File: src/rtl/riscv_pkg.sv
// Shared definitions for the fetch/decode front end.
//   XLEN       : data/address width of queued fields
//   NOP_INSTR  : instruction word shown to decode when no entry is valid
//   fq_entry_t : one fetch queue entry {pc, pc_plus4, instr}
package riscv_pkg;

    localparam int unsigned XLEN = 32;

    localparam logic [31:0] NOP_INSTR = 32'h00000013;

    typedef struct packed {
        logic [XLEN-1:0] pc;
        logic [XLEN-1:0] pc_plus4;
        logic [XLEN-1:0] instr;
    } fq_entry_t;

endpackage

File: src/rtl/fq_mem.sv
// Fetch queue storage: DEPTH x fq_entry_t register array.
// Ports:
//   clk   : write clock (rising edge)
//   we    : write enable
//   waddr : write slot
//   wdata : entry written at waddr
//   raddr : read slot
//   rdata : entry at raddr (combinational)
// Contents are deliberately not reset; occupancy is tracked by the owner.
module fq_mem
    import riscv_pkg::*;
#(
    parameter int unsigned DEPTH = 4
) (
    input  logic                     clk,
    input  logic                     we,
    input  logic [$clog2(DEPTH)-1:0] waddr,
    input  fq_entry_t                wdata,
    input  logic [$clog2(DEPTH)-1:0] raddr,
    output fq_entry_t                rdata
);

    fq_entry_t mem_q [DEPTH];

    always_ff @(posedge clk) begin
        if (we) begin
            mem_q[waddr] <= wdata;
        end
    end

    assign rdata = mem_q[raddr];

endmodule

File: src/rtl/fetch_queue.sv
// Instruction queue between fetch and decode.
// Ports:
//   clk, rst                    : clock, asynchronous active-low reset
//   valid_f, pc_f, pc_plus4_f,
//   instr_f                     : fetched entry offered by fetch
//   stall_f                     : queue full, stalls the fetch PC register
//   flush                       : redirect from execute, empties the queue
//   valid_d, ready_d            : head handshake with decode
//   pc_d, pc_plus4_d, instr_d   : head entry (zeros / NOP when empty)
//   count                       : number of occupied entries
// WIDTH must equal riscv_pkg::XLEN, as entries use the shared struct.
module fetch_queue
    import riscv_pkg::*;
#(
    parameter int unsigned WIDTH = 32,
    parameter int unsigned DEPTH = 4
) (
    input  logic                       clk,
    input  logic                       rst,
    input  logic                       valid_f,
    input  logic [WIDTH-1:0]           pc_f,
    input  logic [WIDTH-1:0]           pc_plus4_f,
    input  logic [WIDTH-1:0]           instr_f,
    output logic                       stall_f,
    input  logic                       flush,
    output logic                       valid_d,
    input  logic                       ready_d,
    output logic [WIDTH-1:0]           pc_d,
    output logic [WIDTH-1:0]           pc_plus4_d,
    output logic [WIDTH-1:0]           instr_d,
    output logic [$clog2(DEPTH):0]     count
);

    localparam int unsigned PW = $clog2(DEPTH);
    localparam int unsigned CW = PW + 1;

    logic [PW-1:0] wr_ptr_q, wr_ptr_d;
    logic [PW-1:0] rd_ptr_q, rd_ptr_d;
    logic [CW-1:0] count_q, count_d;
    logic          push, pop;
    fq_entry_t     wr_entry, rd_entry;

    // Status is decoded from registered count only, so a same-cycle pop
    // never frees a slot for a push and ready_d/flush never reach stall_f.
    assign stall_f = (count_q == CW'(DEPTH));
    assign valid_d = (count_q != '0);
    assign count   = count_q;

    assign push = valid_f && !stall_f && !flush;
    assign pop  = valid_d && ready_d && !flush;

    always_comb begin
        wr_ptr_d = wr_ptr_q;
        rd_ptr_d = rd_ptr_q;
        count_d  = count_q;
        if (flush) begin
            wr_ptr_d = '0;
            rd_ptr_d = '0;
            count_d  = '0;
        end else begin
            if (push) wr_ptr_d = wr_ptr_q + PW'(1);
            if (pop)  rd_ptr_d = rd_ptr_q + PW'(1);
            case ({push, pop})
                2'b10:   count_d = count_q + CW'(1);
                2'b01:   count_d = count_q - CW'(1);
                default: count_d = count_q;
            endcase
        end
    end

    always_ff @(posedge clk or negedge rst) begin
        if (!rst) begin
            wr_ptr_q <= '0;
            rd_ptr_q <= '0;
            count_q  <= '0;
        end else begin
            wr_ptr_q <= wr_ptr_d;
            rd_ptr_q <= rd_ptr_d;
            count_q  <= count_d;
        end
    end

    always_comb begin
        wr_entry          = '0;
        wr_entry.pc       = pc_f;
        wr_entry.pc_plus4 = pc_plus4_f;
        wr_entry.instr    = instr_f;
    end

    fq_mem #(
        .DEPTH (DEPTH)
    ) u_mem (
        .clk   (clk),
        .we    (push),
        .waddr (wr_ptr_q),
        .wdata (wr_entry),
        .raddr (rd_ptr_q),
        .rdata (rd_entry)
    );

    always_comb begin
        pc_d       = '0;
        pc_plus4_d = '0;
        instr_d    = WIDTH'(NOP_INSTR);
        if (valid_d) begin
            pc_d       = rd_entry.pc;
            pc_plus4_d = rd_entry.pc_plus4;
            instr_d    = rd_entry.instr;
        end
    end

endmodule

File: config.mk
export PLATFORM = sky130hd
export DESIGN_NAME = fetch_queue
export DESIGN_NICKNAME = d
export VERILOG_FILES = /design/src/rtl/riscv_pkg.sv /design/src/rtl/fq_mem.sv /design/src/rtl/fetch_queue.sv
export SDC_FILE = /design/constraint.sdc
export NUM_CORES = 1
export LEC_CHECK = 0
export BUFFER_PORTS_ARGS = -buffer_cell sky130_fd_sc_hd__buf_4
export CORE_ASPECT_RATIO = 1.4
export CORE_UTILIZATION = 55
export DETAILED_ROUTE_END_ITERATION = 10
export PLACE_DENSITY_LB_ADDON = 0.2
export SKIP_CTS_REPAIR_TIMING = 1
export SLEW_MARGIN = 20
export SYNTH_ARGS = -nofsm -noshare
export SYNTH_HDL_FRONTEND = slang
export SYNTH_SLANG_ARGS = --single-unit
export TNS_END_PERCENT = 30
File: constraint.sdc
create_clock -name clk -period 4.25 [get_ports clk]
set_input_delay 0.425 -clock clk [delete_from_list [all_inputs] [get_ports clk]]
set_output_delay 0.425 -clock clk [all_outputs]
set_load 0.02 [all_outputs]
[After elaboration in Yosys (flattened, before gate mapping)]
Memories as Yosys holds them, arrays and structs flattened.
Index checks and enable logic that the tools add are counted.
Operators by class
  add/sub/neg operators: 4
  equal/unequal tests: 3
  muxes and demuxes: 11
  reduce and logical (&&, ||, !) cells: 10
Operators with widths (count)
  $mux 32: 3
  $mux 2: 4
  $pmux 3 s2: 1
  $reduce_bool 3->1: 2
  $add 2x1->2 const B: 2
  $logic_and 1x1->1: 4
  $reduce_bool 2->1: 2
  $add 3x1->3 const B: 1
  $eq 3x3->1 const B: 1
  $mux 3: 1
  $sub 3x1->3 const B: 1
  $eq 2x1->1 const B: 1
  $eq 2x2->1 const B: 1
  $logic_not 1->1: 2
  $mux 1: 2
Word-level totals
  flip-flop bits (word level): 7
  memory bits (writable): 384
  bits of input ports: 101
  output and inout port bits: 101
  word-level logic and storage cells: 32
  memories kept: 1
Memory list
  u_mem.mem_q: words 4, bits a word 96, rd ports 1, clocked after memory_dff 0, wr ports 1, RTL line fq_mem.sv:23  | fq_entry_t mem_q [DEPTH];

[Longest topological paths before layout]
Gate-level depths: netlist of the first run.
  word-level depth: 7
  gate-level depth with buffers: 8

[Modules after synthesis]
A second synthesis of the first run with hierarchy kept.
Unflattened totals
  cells, all modules: 667
  area total of the unflattened synthesis: 15124.5 um2
Modules (own cells, without submodules)
  fq_mem: times used 1, cells each 506, area an instance 13889.6 um2
  fetch_queue: times used 1, cells each 161, area an instance 1234.9 um2

[Least setup slack after synthesis of the first run]
No wires, ideal clock.
  path type: register to register
  from: register count_q[1], in the netlist count[1]
  to: memory u_mem.mem_q[2][0] (netlist name) (enable)
  setup time: 0.466 ns
  data arrival time: 3.407 ns
  required time: 3.784 ns
  slack: 0.377 ns
  stages on the path, launching flop included: 5
  buffers on the path: 1
  clock period less this slack: 3.873 ns
  path through: dfrtp_1 > buf_2 > nor3b_1 > nor3b_1 > and2_1
Between the ends
  cells in the longest elaborated chain, start to end: 6
RTL lines
  start, declared: RTL line fetch_queue.sv:39  | logic [CW-1:0] count_q, count_d;
  start signal, assigned: RTL line fetch_queue.sv:79  | count_q <= count_d;
  $eq 3x3->1: RTL line fetch_queue.sv:45  | assign stall_f = (count_q == CW'(DEPTH));
  named net stall_f: RTL line fetch_queue.sv:24  | output logic stall_f,
  $logic_not 1->1: RTL line fetch_queue.sv:49  | assign push = valid_f && !stall_f && !flush;
  $logic_and 1x1->1 (2 in series): RTL line fetch_queue.sv:49
  $mux 1: RTL line fq_mem.sv:26  | if (we) begin
  $mux 1 (implied by the code): RTL line fq_mem.sv:27  | mem_q[waddr] <= wdata;
  end, declared: RTL line fq_mem.sv:23
The timed path passes the listed nets, and every way through them passes these cells.

[Worst setup path after layout of the first run]
  from: register rd_ptr_q[0]
  to: output instr_d[1]
Between the ends
  cells in the longest elaborated chain, start to end: 2
RTL lines
  start, declared: RTL line fetch_queue.sv:38  | logic [PW-1:0] rd_ptr_q, rd_ptr_d;
  start signal, assigned: RTL line fetch_queue.sv:78  | rd_ptr_q <= rd_ptr_d;
  $mem_v2 4x96
  $mux 32: RTL line fetch_queue.sv:105  | if (valid_d) begin
  end, declared: RTL line fetch_queue.sv:30  | output logic [WIDTH-1:0] instr_d,
Every way passes these cells.

==> results of run 1 <==
## layer usage
layer  GRT usage  vias to the layer above  part of all wire
met2       0.362                      246              0.53
met5           0                        -                 0
li1            -                     3170                 -
met3      0.0446                       53             0.060
met1       0.266                     3746              0.38
met4      0.0860                        0             0.029
## cell usage after synthesis (all sizes together), types with 2 or more instances
library cell    n
edfxtp        384
and2           97
mux4           96
buf            21
clkbuf         16
dfrtp           7
nor2            7
nand2           6
ha              4
inv             4
a21oi           3
nand2b          3
nand3           3
nor3b           3
or2             3
xor2            3
a2111oi         2
nor3            2
o21ai           2
o22ai           2
## logic make-up after synthesis
group	after synthesis
mux	97
simple gates	125
buf+inv	41
flops	391
fa+ha+maj	5
compound gates	13
xor+xnor	4
## stage by stage
stage / cell area (sq um) / hold slack [ns]
after CTS: 18100 / -0.308
after floorplan: 15000 / 0.129
after detailed placement: 17000 / 0.247
after global placement: 17000 / 0.242
after global routing: 18100 / 0.0729
final: 18100 / 0.0923
## flip-flops by register name, indices dropped and copies added, names as in the netlist
name / flops
count: 3
rd_ptr_q: 2
u_mem.mem_q: 384
wr_ptr_q: 2
## worst register-to-register path: cells and delay by family, from the launching register on
| kind | cells | cell delay [ns] |
|---|---|---|
| buffers and inverters | 1 | 0.36 |
| DFF | 1 | 0.59 |
| and+or+nand+nor | 3 | 1.44 |
## where the power goes
part | internal, mW | switching [mW]
clock network | 1.73 | 1.32
logic | 0.642 | 0.716
registers | 4.38 | 0.0700
## worst paths after layout
check	to	slack (ns)	cells after the start
max	instr_d[1]	1.10	4
min	u_mem.mem_q[2][70]	0.09	1
max reg2reg	u_mem.mem_q[0][21]	1.51	4
min reg2reg	wr_ptr_q[1]	0.63	2
max in group asynchronous	rd_ptr_q[0]	3.80	2
min in group asynchronous	wr_ptr_q[1]	0.30	2
## cell type report
type / count / area [sq um]
Sequential cell: 391 / 11700
Antenna cell: 1 / 2.50
Clock inverter: 20 / 161
Multi-Input combinational cell: 244 / 3130
Clock buffer: 45 / 956
Inverter: 4 / 15.0
Tap cell: 365 / 457
Fill cell: 1772 / 8730
Timing Repair Buffer: 212 / 1670
## cell usage in the layout (no fill, tap or decap), types with 2 or more instances in the layout
master     count
xor2_1         3
o21ai_0        2
clkinv_1       8
a21oi_1        3
edfxtp_1     384
nand2b_1       3
buf_12         6
nor2_1         7
and2_4         4
or2_1          3
dfrtp_1        5
bufinv_16      2
o22ai_1        2
buf_4        205
nand2_1        6
clkbuf_16     37
ha_1           4
a2111oi_0      2
clkbuf_1       8
nand3_1        3
nor3b_1        3
inv_6          2
clkinv_2       6
mux4_2        96
and2_1        93
inv_1          3
dfrtp_4        2
==> flow_summary.yaml, run 1 <==
status:
  status: "completed"
critical_path:
  cpMaxStageDelayCell: "dfrtp_4"
  required_ns: 3.83
  crit_path_start: "rd_ptr_q[0]"
  worst_path_most_repeated_cell: "buf_4"
  start_kind: "flop"
  critPathMaxStageDelay_ns: 0.71
  critical_path_class: "reg2out"
  end_kind: "output pin"
  critPathTopFamily: "flip-flops"
  crit_fanout: 23
  critPathBufInv: 2
  path_cells: "buf_4, mux4_2, or2_1, buf_4"
  cp_data_arrival_time_ns: 2.72
  r2r_start: "count[1]"
timing:
  fin_crit_ns: 3.15
  rsz0062_at_grt: "no"
  setup_viol_count_final: 0
  fin_skew_ns: 0.0148
  post-route-period-util: 0.741
  tns_ns: 0
  drv_slew: 0
  setup_ws_ns: 1.10
  timing.fmax_mhz: 318
  slew_headroom: 0.410
  finalHoldViolations: 0
  tightest_slew_ns: 0.885
logic_synthesis:
  synthAdderAreaFrac: 0.00466
  synth_xor_area_frac: 0.00233
  synth_area_per_cell_sq_um: 22.2
  ys_seq_area_frac: 0.779
  synth_edf_count: 384
  muxShareOfSynthArea: 0.144
  postSynthCellCount: 676
  syn_area_sq_mm: 0.0150
  ys_async_sr_fraction: 0.0179
  yosysWarnings: 0
  synth_area_leaders: "edfxtp_1 (77%), mux4_2 (14%), and2_1 (4.0%)"
  synth-simple-area-share: 0.0501
  synth_ff_type: "edfxtp_1"
  post_synth_num_cell_types: 32
  syn_nets: 782
  synth_top_family_by_area: "multiplexers"
  synth.top_cell.area_share: 0.767
  synth_compound_area_frac: 0.00566
  synth.largest_area_cell: "edfxtp_1"
  ys_seq_elements: 391
global_routing:
  antenna_found_initial: 1
  grtUsageTotal: 0.212
  grt-ovfl-total: 0
  grt_pass1_vias: 7895
  grt_first_pass_wirelength_um: 43600
  grt_max_degree: 57
route:
  avgViaCountPerCell: 5.63
  antenna_left: 0
  route.detailed.drc: 0
  drt_wl_total_um: 28900
  drt_first_pass_iters: 5
  dr.first_iter.drc_count: 375
  via_count: 7215
  wl_per_cell_um: 22.5
cells_and_area:
  fin_nets: 995
  layout-drive-gt1-share: 0.397
  finalNonFillerCells: 1282
  utilization: 0.675
  area_growth_pct: 20.4
place:
  placed_cells: 1215
  post-place-ws_ns: 1.52
  dpl.hpwl_um: 17300
  io_buffers: 201
  globalplace.congestion: 0.722
floorplan:
  start_util: 0.560
  coreArea_sq_mm: 0.0268
  fp.dieW_um: 142
  die_y_um: 198
  core.rowCount: 71
  io_pins: 202
  dieArea_sq_mm: 0.0280
hold_path:
  hold_start: "pc_f[6]"
  hold_class: "in2reg"
power:
  power_density_mw_per_mm2: 490
  peakVddDrop_uv: 463
  p_leak_nw: 6.11
  total_power_mw: 8.86
cts:
  cts.sinks: 391
  htree_num_levels: 2
  tritoncts: "built"
  cts-root-buf: "clkbuf_16"
  clk_latency_ns: 0.53
  cts.clk_slew.worst_paths_ns: 0.06
  numCtsBuffers: 36
  clockBufferDepth: 3
flow_run:
  drv_cap: 0
Power figures use the tool's default switching activity.
==> inputs of run 2 (changes only) <==
Clock period 4.25 ns to 3.1 ns, I/O delays scaled along.
==> flow_summary.yaml, run 2 (synthesis results as in run 1) <==
status:
  status: "completed"
cts:
  numCtsBuffers: 36
  clockBufferDepth: 3
  htree_num_levels: 2
  cts.sinks: 391
  cts.clk_slew.worst_paths_ns: 0.06
  clk_latency_ns: 0.53
  cts-root-buf: "clkbuf_16"
  tritoncts: "built"
cells_and_area:
  final_common_cell: "edfxtp_1"
  n_antenna_cell: 0
  register_area_sq_mm: 0.0117
  fin_nets: 1097
  layout-drive-gt1-share: 0.372
  fillers: 1689
  multi_input_area_sq_mm: 0.00313
  regMostFlops: "u_mem.mem_q"
  largest_register_ffs: 384
  area_growth_pct: 28.0
  final_cell_mix: "edfxtp_1 (384), buf_4 (208), mux4_2 (96), dlygate4sd3_1 (96), and2_1 (93)"
  final_area_sq_mm: 0.0192
place:
  globalplace.congestion: 0.750
  dpl.hpwl_um: 17400
  post-place-ws_ns: 0.603
  io_buffers: 201
  postPlaceCellArea_sq_mm: 0.0171
timing:
  rsz0062_at_grt: "no"
  timing.fmax_mhz: 355
  setup_ws_ns: 0.283
  drv_slew: 0
  tns_ns: 0
  finalHoldViolations: 0
  fin_skew_ns: 0.0182
  fin_crit_ns: 2.82
  post-route-period-util: 0.909
  setup_viol_count_final: 0
  tightest_slew_ns: 0.611
  slew_headroom: 0.592
critical_path:
  worst_path_most_repeated_cell: "buf_4"
  critPathBufInv: 2
  required_ns: 2.79
  start_kind: "flop"
  critPathMaxStageDelay_ns: 0.72
  crit_fanout: 23
  r2r_start: "count[0]"
  r2r_end: "count[1]"
  path_cells: "buf_4, mux4_2, and2_1, buf_4"
  reg2regPathDepth: 5
  critPathTopFamily: "flip-flops"
  reg2reg_slack_ns: 0.58
  cpMaxStageDelayCell: "dfrtp_4"
  end_kind: "output pin"
  critical_path_class: "reg2out"
  cp_data_arrival_time_ns: 2.51
hold_path:
  hold_path_end: "u_mem.mem_q[3][29]"
  hold_class: "in2reg"
  hold_start: "instr_f[29]"
  holdPathStages: 1
power:
  p_leak_nw: 6.60
  peakVddDrop_uv: 549
  power_density_mw_per_mm2: 652
global_routing:
  grtUsageTotal: 0.213
  grt-ovfl-total: 0
  antenna_found_initial: 0
  grt_max_degree: 63
  grt_first_pass_wirelength_um: 43900
  grt_pass1_vias: 7814
route:
  antenna_left: 0
  avgViaCountPerCell: 5.49
  drt_wl_total_um: 29500
  dr.first_iter.drc_count: 448
  drt_first_pass_iters: 5
  wl_per_cell_um: 21.4
  via_count: 7596
  route.detailed.drc: 0
floorplan:
  core.rowCount: 71
  coreArea_sq_mm: 0.0268
  die_y_um: 198
  dieArea_sq_mm: 0.0280
  fp.dieW_um: 142
  start_util: 0.560
  io_pins: 202
flow_run:
  drv_cap: 0
==> run 2: cell count changes in the layout (fill, tap and decap cells not counted) <==
| cell | before | now |
|---|---|---|
| dlygate4sd3_1 | 1 | 96 |
| buf_12 | 6 | 10 |
| clkbuf_1 | 8 | 4 |
| clkinv_1 | 8 | 4 |
| buf_4 | 205 | 208 |
| bufinv_16 | 2 | 5 |
| clkinvlp_4 | 1 | 4 |
| clkbuf_8 | 0 | 2 |
| clkinv_2 | 6 | 8 |
| clkbuf_16 | 37 | 36 |
| diode_2 | 1 | 0 |
| inv_2 | 1 | 0 |
| inv_4 | 0 | 1 |
| inv_6 | 2 | 1 |
==> run 2: worst max-delay path by stage <==
stage | start | cells after the start | to | slack (ns)
after floorplan | count[1] | 4 | u_mem.mem_q[0][0] | -0.77
after global placement | count[0] | 5 | pc_d[17] | 0.67
after detailed placement | count[1] | 5 | pc_d[17] | 0.60
after CTS | count[0] | 5 | pc_d[17] | 0.05
after global routing | rd_ptr_q[0] | 4 | pc_d[9] | 0.12
final | rd_ptr_q[0] | 4 | pc_d[13] | 0.28
==> run 2: layout make-up <==
| type | count | share of cell area |
|---|---|---|
| Tap cell | 365 | 0.0237 |
| Sequential cell | 391 | 0.609 |
| Inverter | 4 | 0.000910 |
| Timing Repair Buffer | 314 | 0.142 |
| Multi-Input combinational cell | 244 | 0.162 |
| Clock buffer | 42 | 0.0490 |
| Clock inverter | 23 | 0.0135 |
==> run 2: per-layer routing <==
metal / vias up / GRT usage / share of wire
met5: - / 0 / 0
met4: 0 / 0.0773 / 0.023
met3: 55 / 0.0419 / 0.049
met2: 245 / 0.373 / 0.55
met1: 3924 / 0.262 / 0.38
li1: 3372 / - / -
==> run 2: where the power goes <==
part,internal (mW),switching (mW),total [mW]
registers,6.00,0.0819,6.08
logic,0.980,1.02,2.00
clock network,2.61,1.85,4.47
total,9.60,2.96,12.6
==> run 2: worst reg2reg max path, delay by kind of cell (launching register included) <==
family          cells  cell delay [ns]
fa+ha+maj           1             0.53
flops               1             0.53
simple gates        2             0.58
compound gates      2             0.71
==> run 2: stage by stage <==
stage               utilization  instances  hold WS, ns  power, mW
finish                    0.717       1383       0.0161       12.6
global placement          0.636       1222        0.130       8.07
floorplan                     -        676       0.0144       7.34
global route              0.717       1383      0.00138       13.0
CTS                       0.681       1287       -0.423       12.6
detailed placement        0.636       1222        0.132       8.12
